$ cat config.mk
export PLATFORM = sky130hd
export DESIGN_NAME = control_batalla
export DESIGN_NICKNAME = d
export VERILOG_FILES = /design/src/rtl/control_batalla.sv
export SDC_FILE = /design/constraint.sdc
export NUM_CORES = 1
export LEC_CHECK = 0
export CAP_MARGIN = 20
export CELL_PAD_IN_SITES_DETAIL_PLACEMENT = 0
export CELL_PAD_IN_SITES_GLOBAL_PLACEMENT = 1
export CORE_ASPECT_RATIO = 1.2
export CORE_MARGIN = 2
export CORE_UTILIZATION = 31
export DETAILED_ROUTE_END_ITERATION = 10
export GPL_ROUTABILITY_DRIVEN = 0
export MAX_ROUTING_LAYER = met4
export PLACE_DENSITY = 0.74
export SETUP_SLACK_MARGIN = 0.5
export SKIP_CTS_REPAIR_TIMING = 1
export SLEW_MARGIN = 20
export SYNTH_ARGS = -nofsm -noshare
export SYNTH_HDL_FRONTEND = slang
export SYNTH_SLANG_ARGS = --single-unit
$ cat constraint.sdc
create_clock -name clk -period 7.3 [get_ports clk]
set_input_delay 1.825 -clock clk [delete_from_list [all_inputs] [get_ports clk]]
set_output_delay 1.825 -clock clk [all_outputs]
set_load 0.005 [all_outputs]
$ cat src/rtl/control_batalla.sv
// Battleship game controller: placement and shooting phases on two 5x5 boards
// held outside this block, accessed via a combinational read port and a one-cell write port.
module control_batalla #(
  parameter int N_BARCOS = 3,
  parameter int T_TURNO  = 20
) (
  input  logic       clk,
  input  logic       rst,
  input  logic       start,
  input  logic       jug_valid,
  input  logic [2:0] jug_fila,
  input  logic [2:0] jug_col,
  input  logic       pc_valid,
  input  logic [2:0] pc_fila,
  input  logic [2:0] pc_col,
  output logic       rd_tab,
  output logic [2:0] rd_fila,
  output logic [2:0] rd_col,
  input  logic [1:0] rd_dato,
  output logic       wr_en,
  output logic       wr_tab,
  output logic [2:0] wr_fila,
  output logic [2:0] wr_col,
  output logic [1:0] wr_dato,
  output logic       limpiar,
  output logic       ack,
  output logic       err,
  output logic       turno,
  output logic [2:0] estado,
  output logic [3:0] aciertos_jug,
  output logic [3:0] aciertos_pc,
  output logic       gano_jug,
  output logic       gano_pc
);
  typedef enum logic [2:0] {
    IDLE = 3'd0, COL_JUG = 3'd1, COL_PC = 3'd2, TURNO_JUG = 3'd3,
    TURNO_PC = 3'd4, EVAL = 3'd5, APLICAR = 3'd6, FIN = 3'd7
  } estado_t;

  localparam logic [1:0] AGUA          = 2'b00;
  localparam logic [1:0] BARCO         = 2'b01;
  localparam logic [1:0] TIRO_FALLADO  = 2'b10;
  localparam logic [1:0] TIRO_ACERTADO = 2'b11;
  localparam logic [3:0] N_OBJ         = 4'(N_BARCOS);
  localparam logic [7:0] T_LIM         = 8'(T_TURNO - 1);

  estado_t    state_q, state_d;
  logic [2:0] fila_q, fila_d, col_q, col_d;
  logic       src_q, src_d, disp_q, disp_d;
  logic [3:0] colocados_q, colocados_d;
  logic [3:0] aciertos_jug_q, aciertos_jug_d, aciertos_pc_q, aciertos_pc_d;
  logic       gano_jug_q, gano_jug_d, gano_pc_q, gano_pc_d;
  logic       turno_q, turno_d;
  logic [7:0] timer_q, timer_d;
  logic       wr_en_q, wr_en_d, wr_tab_q, wr_tab_d;
  logic [2:0] wr_fila_q, wr_fila_d, wr_col_q, wr_col_d;
  logic [1:0] wr_dato_q, wr_dato_d;
  logic       ack_q, ack_d, err_q, err_d;
  logic       limpiar_c;

  logic       req_v, req_src, en_turno, en_rango, tgt;
  logic [2:0] req_f, req_c;
  logic [3:0] cnt_disp, cnt_nuevo;

  // Placements target the requester's own board, shots the opponent's.
  assign tgt = disp_q ? ~src_q : src_q;

  always_comb begin
    state_d        = state_q;
    fila_d         = fila_q;
    col_d          = col_q;
    src_d          = src_q;
    disp_d         = disp_q;
    colocados_d    = colocados_q;
    aciertos_jug_d = aciertos_jug_q;
    aciertos_pc_d  = aciertos_pc_q;
    gano_jug_d     = gano_jug_q;
    gano_pc_d      = gano_pc_q;
    wr_en_d        = 1'b0;
    wr_tab_d       = 1'b0;
    wr_fila_d      = 3'd0;
    wr_col_d       = 3'd0;
    wr_dato_d      = AGUA;
    ack_d          = 1'b0;
    err_d          = 1'b0;
    limpiar_c      = 1'b0;
    req_v          = 1'b0;
    req_src        = 1'b0;
    req_f          = 3'd0;
    req_c          = 3'd0;
    cnt_disp       = 4'd0;
    cnt_nuevo      = 4'd0;

    case (state_q)
      COL_JUG, TURNO_JUG: begin
        req_v = jug_valid;
        req_f = jug_fila;
        req_c = jug_col;
      end
      COL_PC, TURNO_PC: begin
        req_v   = pc_valid;
        req_f   = pc_fila;
        req_c   = pc_col;
        req_src = 1'b1;
      end
      default: ;
    endcase
    en_turno = (state_q == TURNO_JUG) || (state_q == TURNO_PC);
    en_rango = (req_f <= 3'd4) && (req_c <= 3'd4);

    case (state_q)
      IDLE, FIN: begin
        if (start) begin
          limpiar_c      = 1'b1;
          colocados_d    = 4'd0;
          aciertos_jug_d = 4'd0;
          aciertos_pc_d  = 4'd0;
          gano_jug_d     = 1'b0;
          gano_pc_d      = 1'b0;
          state_d        = COL_JUG;
        end
      end
      COL_JUG, COL_PC, TURNO_JUG, TURNO_PC: begin
        // A request in the timeout cycle takes priority over passing the turn.
        if (req_v) begin
          if (!en_rango) begin
            err_d = 1'b1;
          end else begin
            fila_d  = req_f;
            col_d   = req_c;
            src_d   = req_src;
            disp_d  = en_turno;
            state_d = EVAL;
          end
        end else if (en_turno && timer_q >= T_LIM) begin
          err_d   = 1'b1;
          state_d = (state_q == TURNO_JUG) ? TURNO_PC : TURNO_JUG;
        end
      end
      EVAL: begin
        state_d = APLICAR;
        if (rd_dato == AGUA || (disp_q && rd_dato == BARCO)) begin
          wr_en_d   = 1'b1;
          ack_d     = 1'b1;
          wr_tab_d  = tgt;
          wr_fila_d = fila_q;
          wr_col_d  = col_q;
          if (!disp_q)               wr_dato_d = BARCO;
          else if (rd_dato == AGUA)  wr_dato_d = TIRO_FALLADO;
          else                       wr_dato_d = TIRO_ACERTADO;
        end else begin
          err_d = 1'b1;
        end
      end
      APLICAR: begin
        if (!disp_q) begin
          state_d = src_q ? COL_PC : COL_JUG;
          if (wr_en_q) begin
            if (colocados_q + 4'd1 == N_OBJ) begin
              colocados_d = 4'd0;
              state_d     = src_q ? TURNO_JUG : COL_PC;
            end else begin
              colocados_d = colocados_q + 4'd1;
            end
          end
        end else begin
          state_d   = src_q ? TURNO_PC : TURNO_JUG;
          cnt_disp  = src_q ? aciertos_pc_q : aciertos_jug_q;
          cnt_nuevo = cnt_disp;
          if (wr_en_q) begin
            if (wr_dato_q == TIRO_ACERTADO && cnt_disp != 4'hF) cnt_nuevo = cnt_disp + 4'd1;
            if (src_q) aciertos_pc_d  = cnt_nuevo;
            else       aciertos_jug_d = cnt_nuevo;
            if (cnt_nuevo == N_OBJ) begin
              state_d = FIN;
              if (src_q) gano_pc_d  = 1'b1;
              else       gano_jug_d = 1'b1;
            end else begin
              state_d = src_q ? TURNO_JUG : TURNO_PC;
            end
          end
        end
      end
      default: ;
    endcase

    case (state_d)
      TURNO_JUG:     turno_d = 1'b0;
      TURNO_PC:      turno_d = 1'b1;
      EVAL, APLICAR: turno_d = turno_q;
      default:       turno_d = 1'b0;
    endcase

    // Timer restarts on every entry into a turn state, including retries.
    timer_d = 8'd0;
    if ((state_d == TURNO_JUG || state_d == TURNO_PC) && state_d == state_q)
      timer_d = timer_q + 8'(timer_q != 8'hFF);
  end

  always_ff @(posedge clk or negedge rst) begin
    if (!rst) begin
      state_q        <= IDLE;
      fila_q         <= 3'd0;
      col_q          <= 3'd0;
      src_q          <= 1'b0;
      disp_q         <= 1'b0;
      colocados_q    <= 4'd0;
      aciertos_jug_q <= 4'd0;
      aciertos_pc_q  <= 4'd0;
      gano_jug_q     <= 1'b0;
      gano_pc_q      <= 1'b0;
      turno_q        <= 1'b0;
      timer_q        <= 8'd0;
      wr_en_q        <= 1'b0;
      wr_tab_q       <= 1'b0;
      wr_fila_q      <= 3'd0;
      wr_col_q       <= 3'd0;
      wr_dato_q      <= 2'b00;
      ack_q          <= 1'b0;
      err_q          <= 1'b0;
    end else begin
      state_q        <= state_d;
      fila_q         <= fila_d;
      col_q          <= col_d;
      src_q          <= src_d;
      disp_q         <= disp_d;
      colocados_q    <= colocados_d;
      aciertos_jug_q <= aciertos_jug_d;
      aciertos_pc_q  <= aciertos_pc_d;
      gano_jug_q     <= gano_jug_d;
      gano_pc_q      <= gano_pc_d;
      turno_q        <= turno_d;
      timer_q        <= timer_d;
      wr_en_q        <= wr_en_d;
      wr_tab_q       <= wr_tab_d;
      wr_fila_q      <= wr_fila_d;
      wr_col_q       <= wr_col_d;
      wr_dato_q      <= wr_dato_d;
      ack_q          <= ack_d;
      err_q          <= err_d;
    end
  end

  assign rd_tab       = (state_q == EVAL) && tgt;
  assign rd_fila      = (state_q == EVAL) ? fila_q : 3'd0;
  assign rd_col       = (state_q == EVAL) ? col_q : 3'd0;
  assign wr_en        = wr_en_q;
  assign wr_tab       = wr_tab_q;
  assign wr_fila      = wr_fila_q;
  assign wr_col       = wr_col_q;
  assign wr_dato      = wr_dato_q;
  assign limpiar      = limpiar_c && rst;
  assign ack          = ack_q;
  assign err          = err_q;
  assign turno        = turno_q;
  assign estado       = state_q;
  assign aciertos_jug = aciertos_jug_q;
  assign aciertos_pc  = aciertos_pc_q;
  assign gano_jug     = gano_jug_q;
  assign gano_pc      = gano_pc_q;
endmodule
## Word-level counts from Yosys, hierarchy flattened

Cells that the tools add are included.

| cells by class | value |
|---|---|
| add/sub/neg operators | 3 |
| order comparisons | 3 |
| equality and inequality tests | 25 |
| multiplexer cells | 72 |
| bitwise operators | 1 |
| reduce and logical (&&, ||, !) cells | 24 |

Operator list:

| cell | number |
|---|---|
| 4-bit two-way mux | 15 |
| 3-bit two-way mux | 16 |
| 4-bit case mux with 2 select lines | 3 |
| 1-bit two-way mux | 23 |
| 3-bit equality test, second input constant | 7 |
| 2-bit != test, second input constant | 7 |
| 2-bit two-way mux | 6 |
| 3-bit case mux with 2 select lines | 2 |
| 3-bit case mux with 4 select lines | 1 |
| 6-bit AND reduction | 2 |
| 1-bit case mux with 2 select lines | 5 |
| 5-bit AND reduction | 2 |
| 3-bit by 2-bit equality test with 1-bit output, second input constant | 3 |
| 4-bit by 1-bit adder with 4-bit output, second input constant | 2 |
| 8-bit by 1-bit adder with 8-bit output | 1 |
| 4-bit by 2-bit equality test with 1-bit output, second input constant | 2 |
| 8-bit by 5-bit greater-or-equal comparator with 1-bit output, second input constant | 1 |
| 8-bit two-way mux | 1 |
| 8-bit != test, second input constant | 1 |
| 2-bit OR reduction | 4 |
| 1-bit logical AND | 7 |
| 3-bit less-or-equal comparator, second input constant | 2 |
| 4-bit != test, second input constant | 1 |
| 4-bit AND reduction | 1 |
| 11 further kinds | 13 |

| storage, ports and cells | value |
|---|---|
| register bits after elaboration | 45 |
| input port bits | 19 |
| word-level logic and storage cells | 146 |

## Logic depth before layout (Yosys ltp)

| depth | value |
|---|---|
| word-level depth | 16 |
| mapped depth | 12 |
| gate-level depth less buffers | 12 |

## Worst setup path after synthesis

No wires, ideal clock.

| timing | value |
|---|---|
| kind | input -> output |
| start point | input port start |
| end point | output port limpiar |
| data arrival time | 2371 ps |
| data required time | 5475 ps |
| path slack | 3104 ps |
| stages on the path | 3 |
| path buffers | 1 |
| path through | clkbuf_1 -> o21a_1 -> and2_1 |

| on the way | value |
|---|---|
| word-level cells in the longest chain between the ends | 3 |

Ends and longest elaborated chain:

| what | line | source |
|---|---|---|
| from (decl) | 9 | `input logic start,` |
| 1-bit two-way mux | 113 | `if (start) begin` |
| 1-bit two-way mux | 111 | `case (state_q)` |
| 1-bit logical AND | 252 | `assign limpiar = limpiar_c && rst;` |
| to (decl) | 25 | `output logic limpiar,` |

Every way passes these cells.

## Worst setup path in the final report

Same ends and word-level chain as after synthesis.

==> impl_metrics.yaml <==
grt:
  grt_pass1_wl_mm: 11.6
  grt.overflow.total: 0
  grt_max_degree: 47
  grt_antenna_before_repair: 0
  grtUsageTotal: 0.148
  grt_pass1_vias: 2366
finish:
  drive_above_1_share: 0.107
  nets: 370
  final_common_cell: "clkdlybuf4s50_1"
  fill_cells: 948
  area_growth_pct: 23.7
  finalNonFillerCells: 466
  multi_input_area_um2: 1560
  fin_util: 0.389
  num_antenna_cells: 0
  seq_area_um2: 1130
  final_cell_mix: "clkdlybuf4s50_1, dfrtp_1, nand2_1"
floorplan:
  die-area_um2: 9850
  rows: 38
  dieWidth_um: 90.9
  initial_core_util: 0.315
  core_area_um2: 8940
  die_y_um: 108
  ios: 53
critical_path:
  critPathCapture: "limpiar"
  cp_data_required_time_ns: 5.48
  crit_arrival_ns: 3.30
  cp_slowest_cell: "clkdlybuf4s50_1"
  cp_slowest_stage_delay_ns: 0.65
  critPathTopFamily: "buffers and inverters"
  r2r_end: "timer_q[6]"
  startpoint: "start"
  cp_num_cells: 4
  crit_path_start_kind: "primary input"
  crit_type: "primary input to output pin"
  regToRegSetupSlack_ns: 3.88
  crit_chain: "clkdlybuf4s50_1 -> o21a_1 -> and2_1 -> clkdlybuf4s50_1"
  crit_top_cell: "clkdlybuf4s50_1"
  cp_max_fo: 9
  endpoint_kind: "output pin"
  worst-path-buf-inv: 2
  worst-r2r-cell-count: 10
  r2r_start: "src_q"
placed_design:
  portBuffers: 52
  hpwl_mm: 5.03
  dp_cells: 458
synthesis:
  async_flop_share: 1.00
  syn_avg_cell_area_um2: 9.34
  syn_area_um2: 2810
  syn_nets: 326
  yosys.area.top_type: "dfrtp_1"
  synthFlopType: "dfrtp_1"
  synthDistinctLibCells: 58
  yosysWarningCount: 0
  synth.ff_latch_count: 45
  netlist_top_cells_area: "dfrtp_1, mux2_2, nand2_1, a21oi_1, and2_1"
  ys_seq_area_frac: 0.401
  syn_inst: 301
  yosysTopAreaCellShare: 0.401
  synth_edf_count: 0
pwr:
  p_int_w: 0.000574
  p_comb_frac: 0.474
  p_clk_frac: 0.147
  irDropWorstVdd_mv: 0.129
  swShare: 0.428
  p_switching_w: 0.000429
  power_w: 0.00100
  seqPwrFrac: 0.379
  powerDensity_nw_per_um2: 288
  p_leak_nw: 1.44
timing:
  finalCriticalPeriod_ns: 5.12
  finalSetupTns_ns: 0
  tightest_slew_ns: 0.794
  finClkSkew_ns: 0.00683
  timing.fmax_mhz: 195
  hold_viol_final: 0
  slew_viol_final: 0
  hold_slack_ns: 0.503
  relSlewSlack: 0.470
  fin_crit_sh: 0.702
  finalSetupViolations: 0
  rsz0062_at_grt: "false"
clock_tree:
  cts_root_buf: "clkbuf_8"
  cts_tree: "yes"
  clk_latency_ns: 0.29
  htreeDepth: 2
  clockBufferDepth: 2
  cts_inserted_buffers: 5
  clock-sinks: 45
  clkTransAtPathRegs_ns: 0.08
route:
  ant_nets: 0
  drt-vias-per-instance: 5.07
  drcViolationCount: 0
  wire_per_inst_um: 14.7
  drt_iter0_drc: 121
  vias: 2362
  wirelength_mm: 6.83
  drt_pass1_iterations: 4
run:
  cap_violations: 0
hold_path:
  hold_class: "flip-flop to flip-flop"
run_status:
  status: "finished clean"
==> worst min path at each step <==
stage / startpoint / to / cells after the start
detailed placement: gano_pc / gano_pc / 2
finish: gano_pc / gano_pc / 2
global placement: gano_pc / gano_pc / 2
floorplan: col_q[0] / wr_col[0] / 1
CTS: gano_pc / gano_pc / 2
global route: col_q[2] / wr_col[2] / 1
==> final cells by class <==
class                      count  area share
multi-input combinational    229       0.448
sequential                    45       0.324
timing repair buffer          53       0.150
tap                          120      0.0432
clock buffer                   8      0.0230
inverter                      11      0.0119
==> cells in the mapped netlist, types with 3 or more instances <==
cell / instances
a32o_1: 6
nand2_1: 37
inv_1: 11
nand3_1: 14
dfrtp_1: 45
o21a_1: 3
ha_1: 6
nor4_1: 3
xor2_1: 7
nor3_1: 7
o22ai_1: 9
a32oi_1: 3
nor2_1: 22
mux2_2: 15
xnor2_1: 5
clkbuf_1: 9
nor2b_1: 3
buf_2: 3
o21ai_0: 12
and2_1: 14
a21oi_1: 18
and3_1: 3
==> power by group through the flow <==
stage	sequential (W)	clock, W	combinational (W)
floorplan	0.000322	0	0.000412
global placement	0.000384	0	0.000477
detailed placement	0.000386	0	0.000481
CTS	0.000381	0.000156	0.000484
global route	0.000392	0.000167	0.000534
finish	0.000380	0.000148	0.000475
==> worst register-to-register path, delay by kind of cell (launching register included) <==
family | cells | cell delay, ns
compound gates | 3 | 0.93
simple gates | 4 | 0.85
flops | 1 | 0.75
mux | 1 | 0.36
fa+ha+maj | 1 | 0.27
buf+inv | 1 | 0.15
==> per-stage QoR <==
stage | cell area, um^2 | setup WS [ns]
2_1_floorplan | 2810 | 3.10
3_3_place_gp | 3400 | 2.20
3_5_place_dp | 3400 | 2.17
4_1_cts | 3480 | 2.17
5_1_grt | 3480 | 2.09
6_report | 3480 | 2.18
==> state kept, by name, indices dropped and copies added, names as in the netlist, 2 cells and up <==
signal	count
wr_dato	2
wr_col	3
aciertos_pc	4
colocados_q	4
col_q	3
aciertos_jug	4
estado	3
wr_fila	3
fila_q	3
timer_q	8
==> metal layers <==
metal | wire length (um) | GRT usage | vias up
li1 | - | - | 1172
met1 | 2900 | 0.171 | 1143
met2 | 3660 | 0.265 | 41
met3 | 212 | 0.0216 | 6
met4 | 58 | 0.0455 | 0
met5 | 0 | - | -
==> cell families after synthesis <==
kind of cell | Yosys count | share of synthesized area
simple gates | 121 | 0.223
compound gates | 72 | 0.189
xor+xnor | 13 | 0.0472
flops | 45 | 0.401
mux | 17 | 0.0685
buf+inv | 27 | 0.0454
fa+ha+maj | 6 | 0.0267
(Power assumes the default switching activity.)
==> RTL edit (config.mk and constraints unchanged) <==
Reset style: synchronous (`rst`), changed in one clocked block.
--- a/src/rtl/control_batalla.sv
+++ b/src/rtl/control_batalla.sv
@@ -199,3 +199,3 @@
 
-  always_ff @(posedge clk or negedge rst) begin
+  always_ff @(posedge clk) begin
     if (!rst) begin
Function: differs if rst is asserted again (counterexample within 4 cycles, from zero or initial values and one cycle with rst low); with rst held inactive, the same outputs for 10 cycles.
==> RTL edit against the original RTL <==
  * Sequential share of layout area fell by 4.9 points
  * Sequential cell count did not move
  * Cell area fell by 5.9%
  * Via count rose by 1.9%
  * Routed wire length fell by 3.9%
  * Total power fell by 18%
  * Area after synthesis fell by 7.6%
  * Worst setup slack got worse by 0.66 ns
  * Sequential power fell by 16%
  * Largest cell class unchanged
  * Largest power group unchanged
==> RTL edit: results (changes against the original RTL) <==
viasPerCell: 5.11  # +0.78%
pre_cts_ws_ns: 1.74  # -0.435 ns
power_leakage_nw: 1.13  # -21%
reg2reg_depth: 9  # -1
ir_drop_mv: 0.0929  # -28%
critPathArrivalTime_ns: 3.96  # +0.66 ns
grt_pass1_vias: 2239  # -5.4%
use_met2: 0.247  # -0.0183
met1_usage: 0.188  # +0.0165
drtIter0Drc: 107  # -12%
dp_hpwl_um: 4780  # -5.1%
crit_family: "buffers and inverters"
clkLatencyLatePin_ns: 0.31  # +0.02 ns
setup_ws_ns: 1.52  # -0.658 ns
whs_ns: 0.480  # -0.0225 ns
r2r_slack_ns: 3.80  # -0.08 ns
hp-start: "col_q[1]$_SDFFE_PN0P_"
power_frac_clock: 0.199  # +0.052
avgSynthCellArea_um2: 8.33  # -11%
swShare: 0.405  # -0.0223
whs_path_depth: 1  # -1
numCtsBuffers: 5  # unchanged
worstHoldEndpoint: "wr_col[1]$_SDFF_PN0_"
reg2reg_from: "src_q$_SDFFE_PN0P_"
met1_length_um: 3010  # +3.5%
yosysSeqAreaShare: 0.347  # -0.0537
drive_gt1_frac: 0.0644  # -0.0425
cts_buffer_depth: 2  # unchanged
grt_start_max_net_pins: 33  # -30%
wl_met2_um: 3260  # -11%
dpl_cell_area_mm2: 0.00318  # -6.4%
met3_length_um: 233  # +9.9%
reg2reg_to: "timer_q[5]$_SDFF_PN0_"
grt_pass1_wl_um: 10800  # -7.2%
drt_wl_total_um: 6570  # -3.9%
crit_path_max_fanout: 32  # +23
use_met3: 0.0310  # +0.00935
max_stage_delay_ns: 0.76  # +0.11 ns
fin_nets: 381  # +3.0%
p_seq_mw: 0.320  # -16%
track_usage: 0.151  # +0.00354
crit_slowest_cell: "clkinv_1"
syn-num-nets: 337  # +3.4%
clk_pin_slew_ns: 0.09
fin_skew_ns: 0.0104  # +0.00361 ns
max_slew_margin: 0.375  # -0.0954
crit_path_start: "rst"
synth_area_leaders: "dfxtp_1, nor2_1, a21oi_1"
placedCellCount: 463  # +1.1%
synthArstFlopShare: 0  # -1.00
critPathCapture: "limpiar"
outcome: "completed"
ys.flop_type: "dfxtp_1"
final_cells: 471  # +1.1%
==> RTL edit: cell count changes in the layout (fill, tap and decap cells not counted), moves of 8 or more <==
cell      unedited run  this run
mux2_2              15         4
o21ai_0             12         4
a211oi_1             0        12
dfxtp_1              0        45
dfrtp_1             45         0
nor2_1              22        48
o22ai_1              9         0
nand2_1             37        24
mux2i_1              1        10
==> RTL edit: area by class of cell <==
class                   count  area (um2)
clock inverters             3        25.0
flip-flops and latches     45         901
inverters                   7        26.3
repair buffers             53         528
clock buffers               5        68.8
fillers                   842        4880
well taps                 114         143
multi-input cells         244        1580
==> RTL edit: kinds of logic after synthesis <==
group | Yosys count | synth area share
buffers and inverters | 23 | 0.0443
xor gates and xnor gates | 11 | 0.0371
DFF | 45 | 0.347
and+or+nand+nor | 151 | 0.307
AOI/OAI and AO/OA | 62 | 0.180
muxes | 14 | 0.0559
adders and majority gates | 6 | 0.0289
